### src/rtl/lock_pkg.sv
// Definitions shared by the key sequence transmitter and the sequence lock receiver,
// so the unlock code is defined in one place.
package lock_pkg;

  // Transmitter FSM states
  typedef enum logic [1:0] {
    IDLE = 2'd0,
    SEND = 2'd1,
    GAP  = 2'd2
  } state_t;

  // Unlock code length and value
  localparam int unsigned LOCK_CODE_W = 5;
  localparam logic [LOCK_CODE_W-1:0] LOCK_CODE = 5'b11010;

endpackage

### src/rtl/key_sequence_tx.sv
// Serial key transmitter: latches a code on start, shifts it out MSB-first,
// then holds key low for a guard gap so the lock receiver returns to idle.
import lock_pkg::*;

module key_sequence_tx #(
  parameter int unsigned          CODE_W       = LOCK_CODE_W,
  parameter int unsigned          GAP_CYCLES   = 2,
  parameter logic [CODE_W-1:0]    DEFAULT_CODE = LOCK_CODE
) (
  input  logic              clk,
  input  logic              rst,
  input  logic              start,
  input  logic              use_default,
  input  logic [CODE_W-1:0] code_in,
  input  logic              abort,
  output logic              key,
  output logic              key_valid,
  output logic              busy,
  output logic              done
);

  localparam int unsigned BIT_W = $clog2(CODE_W);
  localparam int unsigned GAP_W = (GAP_CYCLES > 0) ? $clog2(GAP_CYCLES + 1) : 1;

  state_t              r_state;
  logic [CODE_W-1:0]   r_shreg;
  logic [BIT_W-1:0]    r_bit_cnt;
  logic [GAP_W-1:0]    r_gap_cnt;
  logic                r_key;
  logic                r_key_valid;
  logic                r_busy;
  logic                r_done;

  state_t              w_state_nx;
  logic [CODE_W-1:0]   w_shreg_nx;
  logic [BIT_W-1:0]    w_bit_cnt_nx;
  logic [GAP_W-1:0]    w_gap_cnt_nx;
  logic                w_key_nx;
  logic                w_key_valid_nx;
  logic                w_busy_nx;
  logic                w_done_nx;
  logic                w_load;
  logic                w_finish;
  logic                w_cancel;
  logic [CODE_W-1:0]   w_code_sel;

  assign w_code_sel = use_default ? DEFAULT_CODE : code_in;

  // State and registered outputs
  always_ff @(posedge clk or negedge rst) begin
    if (!rst) begin
      r_state     <= IDLE;
      r_shreg     <= '0;
      r_bit_cnt   <= '0;
      r_gap_cnt   <= '0;
      r_key       <= 1'b0;
      r_key_valid <= 1'b0;
      r_busy      <= 1'b0;
      r_done      <= 1'b0;
    end else begin
      r_state     <= w_state_nx;
      r_shreg     <= w_shreg_nx;
      r_bit_cnt   <= w_bit_cnt_nx;
      r_gap_cnt   <= w_gap_cnt_nx;
      r_key       <= w_key_nx;
      r_key_valid <= w_key_valid_nx;
      r_busy      <= w_busy_nx;
      r_done      <= w_done_nx;
    end
  end

  // Next-state and next-output logic
  always_comb begin
    w_state_nx     = r_state;
    w_shreg_nx     = r_shreg;
    w_bit_cnt_nx   = r_bit_cnt;
    w_gap_cnt_nx   = r_gap_cnt;
    w_key_nx       = 1'b0;
    w_key_valid_nx = 1'b0;
    w_busy_nx      = r_busy;
    w_done_nx      = 1'b0;
    w_load         = 1'b0;
    w_finish       = 1'b0;
    w_cancel       = 1'b0;

    unique case (r_state)
      IDLE: begin
        w_busy_nx = 1'b0;
        w_load    = start && !abort;
      end
      SEND: begin
        if (abort) begin
          w_cancel = 1'b1;
        end else if (r_bit_cnt != '0) begin
          w_shreg_nx     = r_shreg << 1;
          w_key_nx       = r_shreg[CODE_W-2];
          w_key_valid_nx = 1'b1;
          w_bit_cnt_nx   = r_bit_cnt - BIT_W'(1);
        end else if (GAP_CYCLES == 0) begin
          w_finish = 1'b1;
        end else begin
          w_state_nx   = GAP;
          w_gap_cnt_nx = GAP_W'(GAP_CYCLES);
        end
      end
      GAP: begin
        if (abort) begin
          w_cancel = 1'b1;
        end else if (r_gap_cnt <= GAP_W'(1)) begin
          w_finish = 1'b1;
        end else begin
          w_gap_cnt_nx = r_gap_cnt - GAP_W'(1);
        end
      end
      default: begin
        w_cancel = 1'b1;
      end
    endcase

    if (w_cancel) begin
      w_state_nx   = IDLE;
      w_busy_nx    = 1'b0;
      w_bit_cnt_nx = '0;
      w_gap_cnt_nx = '0;
    end

    // Completion edge doubles as the first idle sampling point of start, so a
    // held start restarts with no bubble beyond the gap (done still pulses).
    if (w_finish) begin
      w_done_nx    = 1'b1;
      w_state_nx   = IDLE;
      w_busy_nx    = 1'b0;
      w_gap_cnt_nx = '0;
      w_load       = start;
    end

    if (w_load) begin
      w_shreg_nx     = w_code_sel;
      w_bit_cnt_nx   = BIT_W'(CODE_W - 1);
      w_key_nx       = w_code_sel[CODE_W-1];
      w_key_valid_nx = 1'b1;
      w_busy_nx      = 1'b1;
      w_state_nx     = SEND;
    end
  end

  assign key       = r_key;
  assign key_valid = r_key_valid;
  assign busy      = r_busy;
  assign done      = r_done;

endmodule

### config.mk
export PLATFORM = sky130hd
export DESIGN_NAME = key_sequence_tx
export DESIGN_NICKNAME = d
export VERILOG_FILES = /design/src/rtl/lock_pkg.sv /design/src/rtl/key_sequence_tx.sv
export SDC_FILE = /design/constraint.sdc
export NUM_CORES = 1
export LEC_CHECK = 0
export ABC_AREA = 1
export CAP_MARGIN = 20
export CORE_MARGIN = 3
export CORE_UTILIZATION = 40
export CTS_CLUSTER_SIZE = 28
export DETAILED_ROUTE_END_ITERATION = 16
export GPL_TIMING_DRIVEN = 0
export HOLD_SLACK_MARGIN = 0.15
export PLACE_DENSITY_LB_ADDON = 0.15
export SLEW_MARGIN = 20
export SYNTH_ARGS = -nofsm -noshare
export SYNTH_HDL_FRONTEND = slang
export SYNTH_SLANG_ARGS = --single-unit
### constraint.sdc
create_clock -name clk -period 1.5 [get_ports clk]
set_clock_uncertainty 0.1 [all_clocks]
set_input_delay 0.225 -clock clk [delete_from_list [all_inputs] [get_ports clk]]
set_output_delay 0.225 -clock clk [all_outputs]
set_load 0.005 [all_outputs]
* Yosys cells after proc, flatten, opt, wreduce, memory -nomap -nowiden *
Index checks and enable logic that the tools add are counted.

word-level totals
  register bits = 15
  latch bits = 0
  memory bits (writable) = 0
  memory bits (read-only) = 0
  input bits = 10
  output and inout port bits = 4
  logic and storage cells = 78
  memories = 0

operators by class
  add/sub/neg operators = 2
  multiply operators = 0
  divide/modulo/power cells = 0
  magnitude comparators = 1
  eq/ne operators = 10
  shift operators = 0
  muxes and demuxes = 41
  bitwise operators = 0
  reductions and logical operators = 16

operators by type and width
  kind                                                            count
  two-way mux 2 bit                                               10
  inequality test 4 bit, second input constant                    5
  two-way mux 1 bit                                               19
  two-way mux 4 bit                                               4
  two-way mux 3 bit                                               5
  nonzero test 4 bit                                              3
  AND reduction 3 bit                                             3
  nonzero test 3 bit                                              3
  two-way mux 5 bit                                               1
  AND reduction 5 bit                                             1
  inequality test 4 x 1 -> 1 bit, second input constant           1
  one-hot mux 2 bit (2 select lines)                              1
  nonzero test 2 bit                                              2
  inequality test 3 x 1 -> 1 bit, second input constant           1
  subtractor 3 x 1 -> 3 bit, second input constant                1
  equality test 2 x 1 -> 1 bit, second input constant             1
  equality test 2 bit, second input constant                      1
  less-or-equal comparator 2 x 1 -> 1 bit, second input constant  1
  logical NOT 2 bit                                               1
  inequality test 2 x 1 -> 1 bit, second input constant           1
  one-hot mux 1 bit (2 select lines)                              1
  OR reduction 2 bit                                              1
  subtractor 2 x 1 -> 2 bit, second input constant                1
  logical AND 1 bit                                               1
  logical NOT 1 bit                                               1

* Logic depth before layout (Yosys ltp) *
  depth in word-level cells = 7
  gate-level depth with buffers = 10
  gate-level depth less buffers = 10

* Least setup slack after synthesis *
No wires, ideal clock.

  kind = flip-flop to flip-flop
  from = register r_state[0]
  to = register r_state[1]
  library setup time = 71 ps
  arrival = 1,234 ps
  required time = 1,329 ps
  slack = 95 ps
  stages on the path, launching flop included = 10
  path buffers = 0
  clock period less this slack = 1,405 ps
  cells stage by stage = dfrtp_1 > inv_1 > ha_1 > inv_1 > nand2_1 > o21ai_1 > nand2_1 > inv_2 > nand2_1 > nor2_1

on the way
  longest elaborated chain between the ends = 6
  elaborated cells between the ends (all ways) = 15
  classes of those cells = 4 x eq/ne; 7 x mux; 4 x reduce/logical

RTL lines
  what                                                                 RTL line                source
  from (decl)                                                          key_sequence_tx.sv:25   state_t r_state;
  from (signal assigned)                                               key_sequence_tx.sv:61   r_state <= w_state_nx;
  equality test 2 bit or equality test 2 x 1 -> 1 bit (tied branches)  key_sequence_tx.sv:86   unique case (r_state)
  OR reduction 2 bit (no source line)                                  -
  one-hot mux 1 bit (2 select lines)                                   key_sequence_tx.sv:86
  two-way mux 2 bit                                                    key_sequence_tx.sv:120  if (w_cancel) begin
  two-way mux 2 bit                                                    key_sequence_tx.sv:129  if (w_finish) begin
  two-way mux 2 bit                                                    key_sequence_tx.sv:137  if (w_load) begin

Parallel ways exist; a longest one is shown, timed or not.
A chain may end at the register's enable or synchronous reset.

* Worst setup path after layout *
  from = register r_state[1]
  to = register r_bit_cnt[2]

on the way
  longest elaborated chain between the ends = 5
  elaborated cells between the ends (all ways) = 14
  classes of those cells = 3 x eq/ne; 6 x mux; 5 x reduce/logical

RTL lines
  what                                                                           RTL line                                       source
  equality test 2 bit, or another cell as far along                              key_sequence_tx.sv:86
  OR reduction 2 bit (no source line) or two-way mux 1 bit (tied branches)       -
  one-hot mux 1 bit (2 select lines) or two-way mux 1 bit (tied branches)        key_sequence_tx.sv:86, key_sequence_tx.sv:129
  inequality test 3 x 1 -> 1 bit (no source line), or another cell as far along  -
  AND reduction 3 bit (no source line) or two-way mux 3 bit (tied branches)      -
  to (signal assigned)                                                           key_sequence_tx.sv:63                          r_bit_cnt <= w_bit_cnt_nx;
  to (decl)                                                                      key_sequence_tx.sv:27                          logic [BIT_W-1:0] r_bit_cnt;

Parallel ways exist; a longest one is shown, timed or not.

==> key figures <==
Outcome
  – Run status: finished, final reports clean

STA
  – Hold slack: 238 ps
  – Final min period: 1470 ps
  – Unrepaired setup endpoints after global routing: true
  – Final slew viol count: 0
  – Final hold viol count: 0
  – Maximum clock rate: 680 MHz
  – Worst-Margin Slew: 701 ps
  – Final Cycle Share: 98.1%
  – Relative slew slack: 53.1%
  – Final setup vio count: 0
  – Final TNS setup: 0 ps

Logic synthesis
  – Post-synth top cells: nand2_1, inv_1, dfrtp_1
  – Post-synthesis sequential area ratio: 43.0%
  – Top-count cell post-synth: nand2_1
  – Syn_area_per_cell: 7.94 um2
  – Cell variety after synth: 20
  – Synth Cell Area: 873 um2
  – Top-area cell type share of the netlist area: 43.0%
  – Synth async-reset ratio: 100%
  – Syn nets: 126
  – Post-synth EDFFs: 0
  – Synthesized flop and latch total: 15
  – Most used DFF post-synth: dfrtp_1
  – Cells after Synth: 110
  – Synth Warn #: 0
  – Post-synth top area cell: dfrtp_1
  – Largest cells by area after synthesis: dfrtp_1, nand2_1, ha_1

CTS
  – Hold buffers post-CTS: 0
  – CTS Buf Count: 3
  – Worst-skew pair later-pin latency: 300 ps
  – CTS root buf: clkbuf_4
  – CTS tree: done
  – Clock net sink count: 15
  – Reg clk slew, reported paths: 100 ps
  – H-Tree Depth: 1
  – Clk buf depth: 2

Cells and area
  – Share of layout cells above drive strength 1: 31.1%
  – Area Overhead vs Synth: 39.7%
  – Register area: 375 um2
  – FILL cells: 195
  – Diodes inserted: 0
  – NumNets Final: 152
  – Multi-input logic area: 464 um2

Route
  – DR WL/cell: 11.4 um
  – Met3 WL post-DR: 76 um
  – Met2 routed WL: 892 um
  – DR DRC count: 0
  – Routed met1 length: 855 um
  – DRT iter0 DRCs: 4
  – Vias per inst: 4.69
  – Drt total wl: 1.84 mm
  – Vias post-DR: 760
  – ANT nets after route: 0
  – Initial DRT Pass Iterations: 4
  – Top Layer Used: met4

GRT
  – All-Layer GR Usage: 14.1%
  – Largest net degree at the start of global routing: 16
  – Initial antenna violation count: 0
  – First-pass GRT wire length: 2.82 mm
  – Grt ovf: 0
  – Vias in the first global route: 656

Setup path
  – WP data required: 1600 ps
  – Startpoint Class: register
  – Worst Path Max Fanout: 3
  – CP Data Arrival Time: 1570 ps
  – CP startpoint: r_state[1]
  – R2R Path Start: r_state[1]
  – CP Class: register to register
  – Setup crit end kind: register
  – R2R setup slack: 30 ps

Power
  – Pwr/cell area: 1960 mW/mm2
  – Worst vdd ir: 1340 uV
  – Clock power share: 10.1%
  – Switch share: 43.3%
  – Reg power frac: 26.9%
  – Combinational Power Share: 63.0%
  – Post-layout power: 2.40 mW
  – Leak: 0.611 nW
  – Internal power: 1.36 mW
  – Switching Power: 1.04 mW

Die
  – Ports: 14
  – Core Area: 0.00202 mm2
  – Die Ht: 52.7 um
  – Die area: 0.00278 mm2
  – Initial core utilization: 43.2%
  – Die width: 52.7 um
  – # rows: 16

Flow run
  – Max_cap viols: 0

Placed design
  – Gpl congestion: 0.783
  – DPL Wire Length: 1.22 mm
  – I/O Buffers: 13

Min path
  – Worst hold-check path type: primary input to async pin
-- stage by stage --
stage | std cells | util (%) | worst slack [ps] | area (um2)
after floorplan | 110 | - | 94.9 | 873
after global placement | 150 | 51.3 | -98.8 | 1040
final | 162 | 60.3 | 29.0 | 1220
after global routing | 162 | 60.3 | -49.9 | 1220
after detailed placement | 150 | 51.3 | -122 | 1040
after CTS | 156 | 53.7 | 1.58 | 1090
-- logic make-up after synthesis --
kind of cell             synth area share, %
XOR/XNOR                                1.00
AND/OR/NAND/NOR                         30.7
adder cells (fa/ha/maj)                 8.60
AO/OA/AOI/OAI                           4.73
flip-flops                              43.0
buffers and inverters                   12.0
-- sequential cells by signal, summed over array words and instances (netlist names) --
name	cells
key_valid	1
key	1
r_bit_cnt	3
r_shreg	4
done	1
r_gap_cnt	2
r_state	2
busy	1
-- path summary, 6_finish.rpt --
kind / endpoint / cells after the start
worst max register to register: r_bit_cnt[2] / 9
worst min register to register: r_shreg[2] / 2
max in group asynchronous: r_shreg[1] / 1
min in group clk: r_shreg[0] / 3
worst min-delay path: r_gap_cnt[0] / 1
worst max-delay path: r_bit_cnt[2] / 9
-- what timing repair did --
| item | in CTS | in global routing |
|---|---|---|
| cloned | 0 | 1 |
| gates resized for setup | 2 | 22 |
| pin swaps | 0 | 6 |
| setup buffers | 2 | 5 |
| endpoints found under the setup margin | 5 | 14 |
-- layout make-up --
cell class | instances | area share, %
multi-input cells | 71 | 38.1
well taps | 27 | 2.77
clock buffers | 3 | 1.85
clock inverters | 1 | 0.410
flip-flops and latches | 15 | 30.8
plain buffers | 2 | 2.15
repair buffers | 21 | 17.0
inverters | 22 | 6.97
-- cell usage in the layout (no fill, tap or decap) --
master	n
inv_1	14
nand2_2	7
buf_8	1
dfrtp_1	15
nand3_1	8
clkinv_2	1
o21ai_0	2
xnor2_1	1
nand3_2	5
inv_4	1
ha_1	2
clkbuf_16	1
nor2_1	4
nand4_1	4
clkbuf_4	3
clkdlybuf4s50_1	13
inv_2	7
a21oi_1	2
buf_4	7
or2_2	1
nor2_2	1
a31oi_1	1
ha_2	2
ha_4	2
o21ai_1	2
nand2_1	21
nand2_4	1
o21ai_2	1
nand3b_1	3
buf_6	1
or2_1	1
-- per-layer routing --
layer  global-route usage [%]  vias up
met1                     18.2      349
met2                     21.5       13
met3                     5.13        3
li1                         -      395
met4                     5.11        0
met5                        0        -
-- power by group through the flow --
| stage | clock, mW | sequential [mW] | combinational, mW |
|---|---|---|---|
| 6_report | 0.243 | 0.644 | 1.51 |
| 5_1_grt | 0.263 | 0.659 | 1.69 |
| 4_1_cts | 0.253 | 0.626 | 1.10 |
| 3_5_place_dp | 0 | 0.642 | 1.02 |
| 3_3_place_gp | 0 | 0.639 | 1.01 |
| 2_1_floorplan | 0 | 0.628 | 0.773 |
-- worst max-delay path, cell delays in order, from the launching register on --
cell and delay [ps]:
dfrtp_1 380, inv_2 70, ha_4 270, inv_4 40
nand2_2 60, o21ai_2 70, buf_4 150, buf_4 130
nand3_2 60, nand2_1 50
Note: power is estimated with default switching activity, not from simulation.
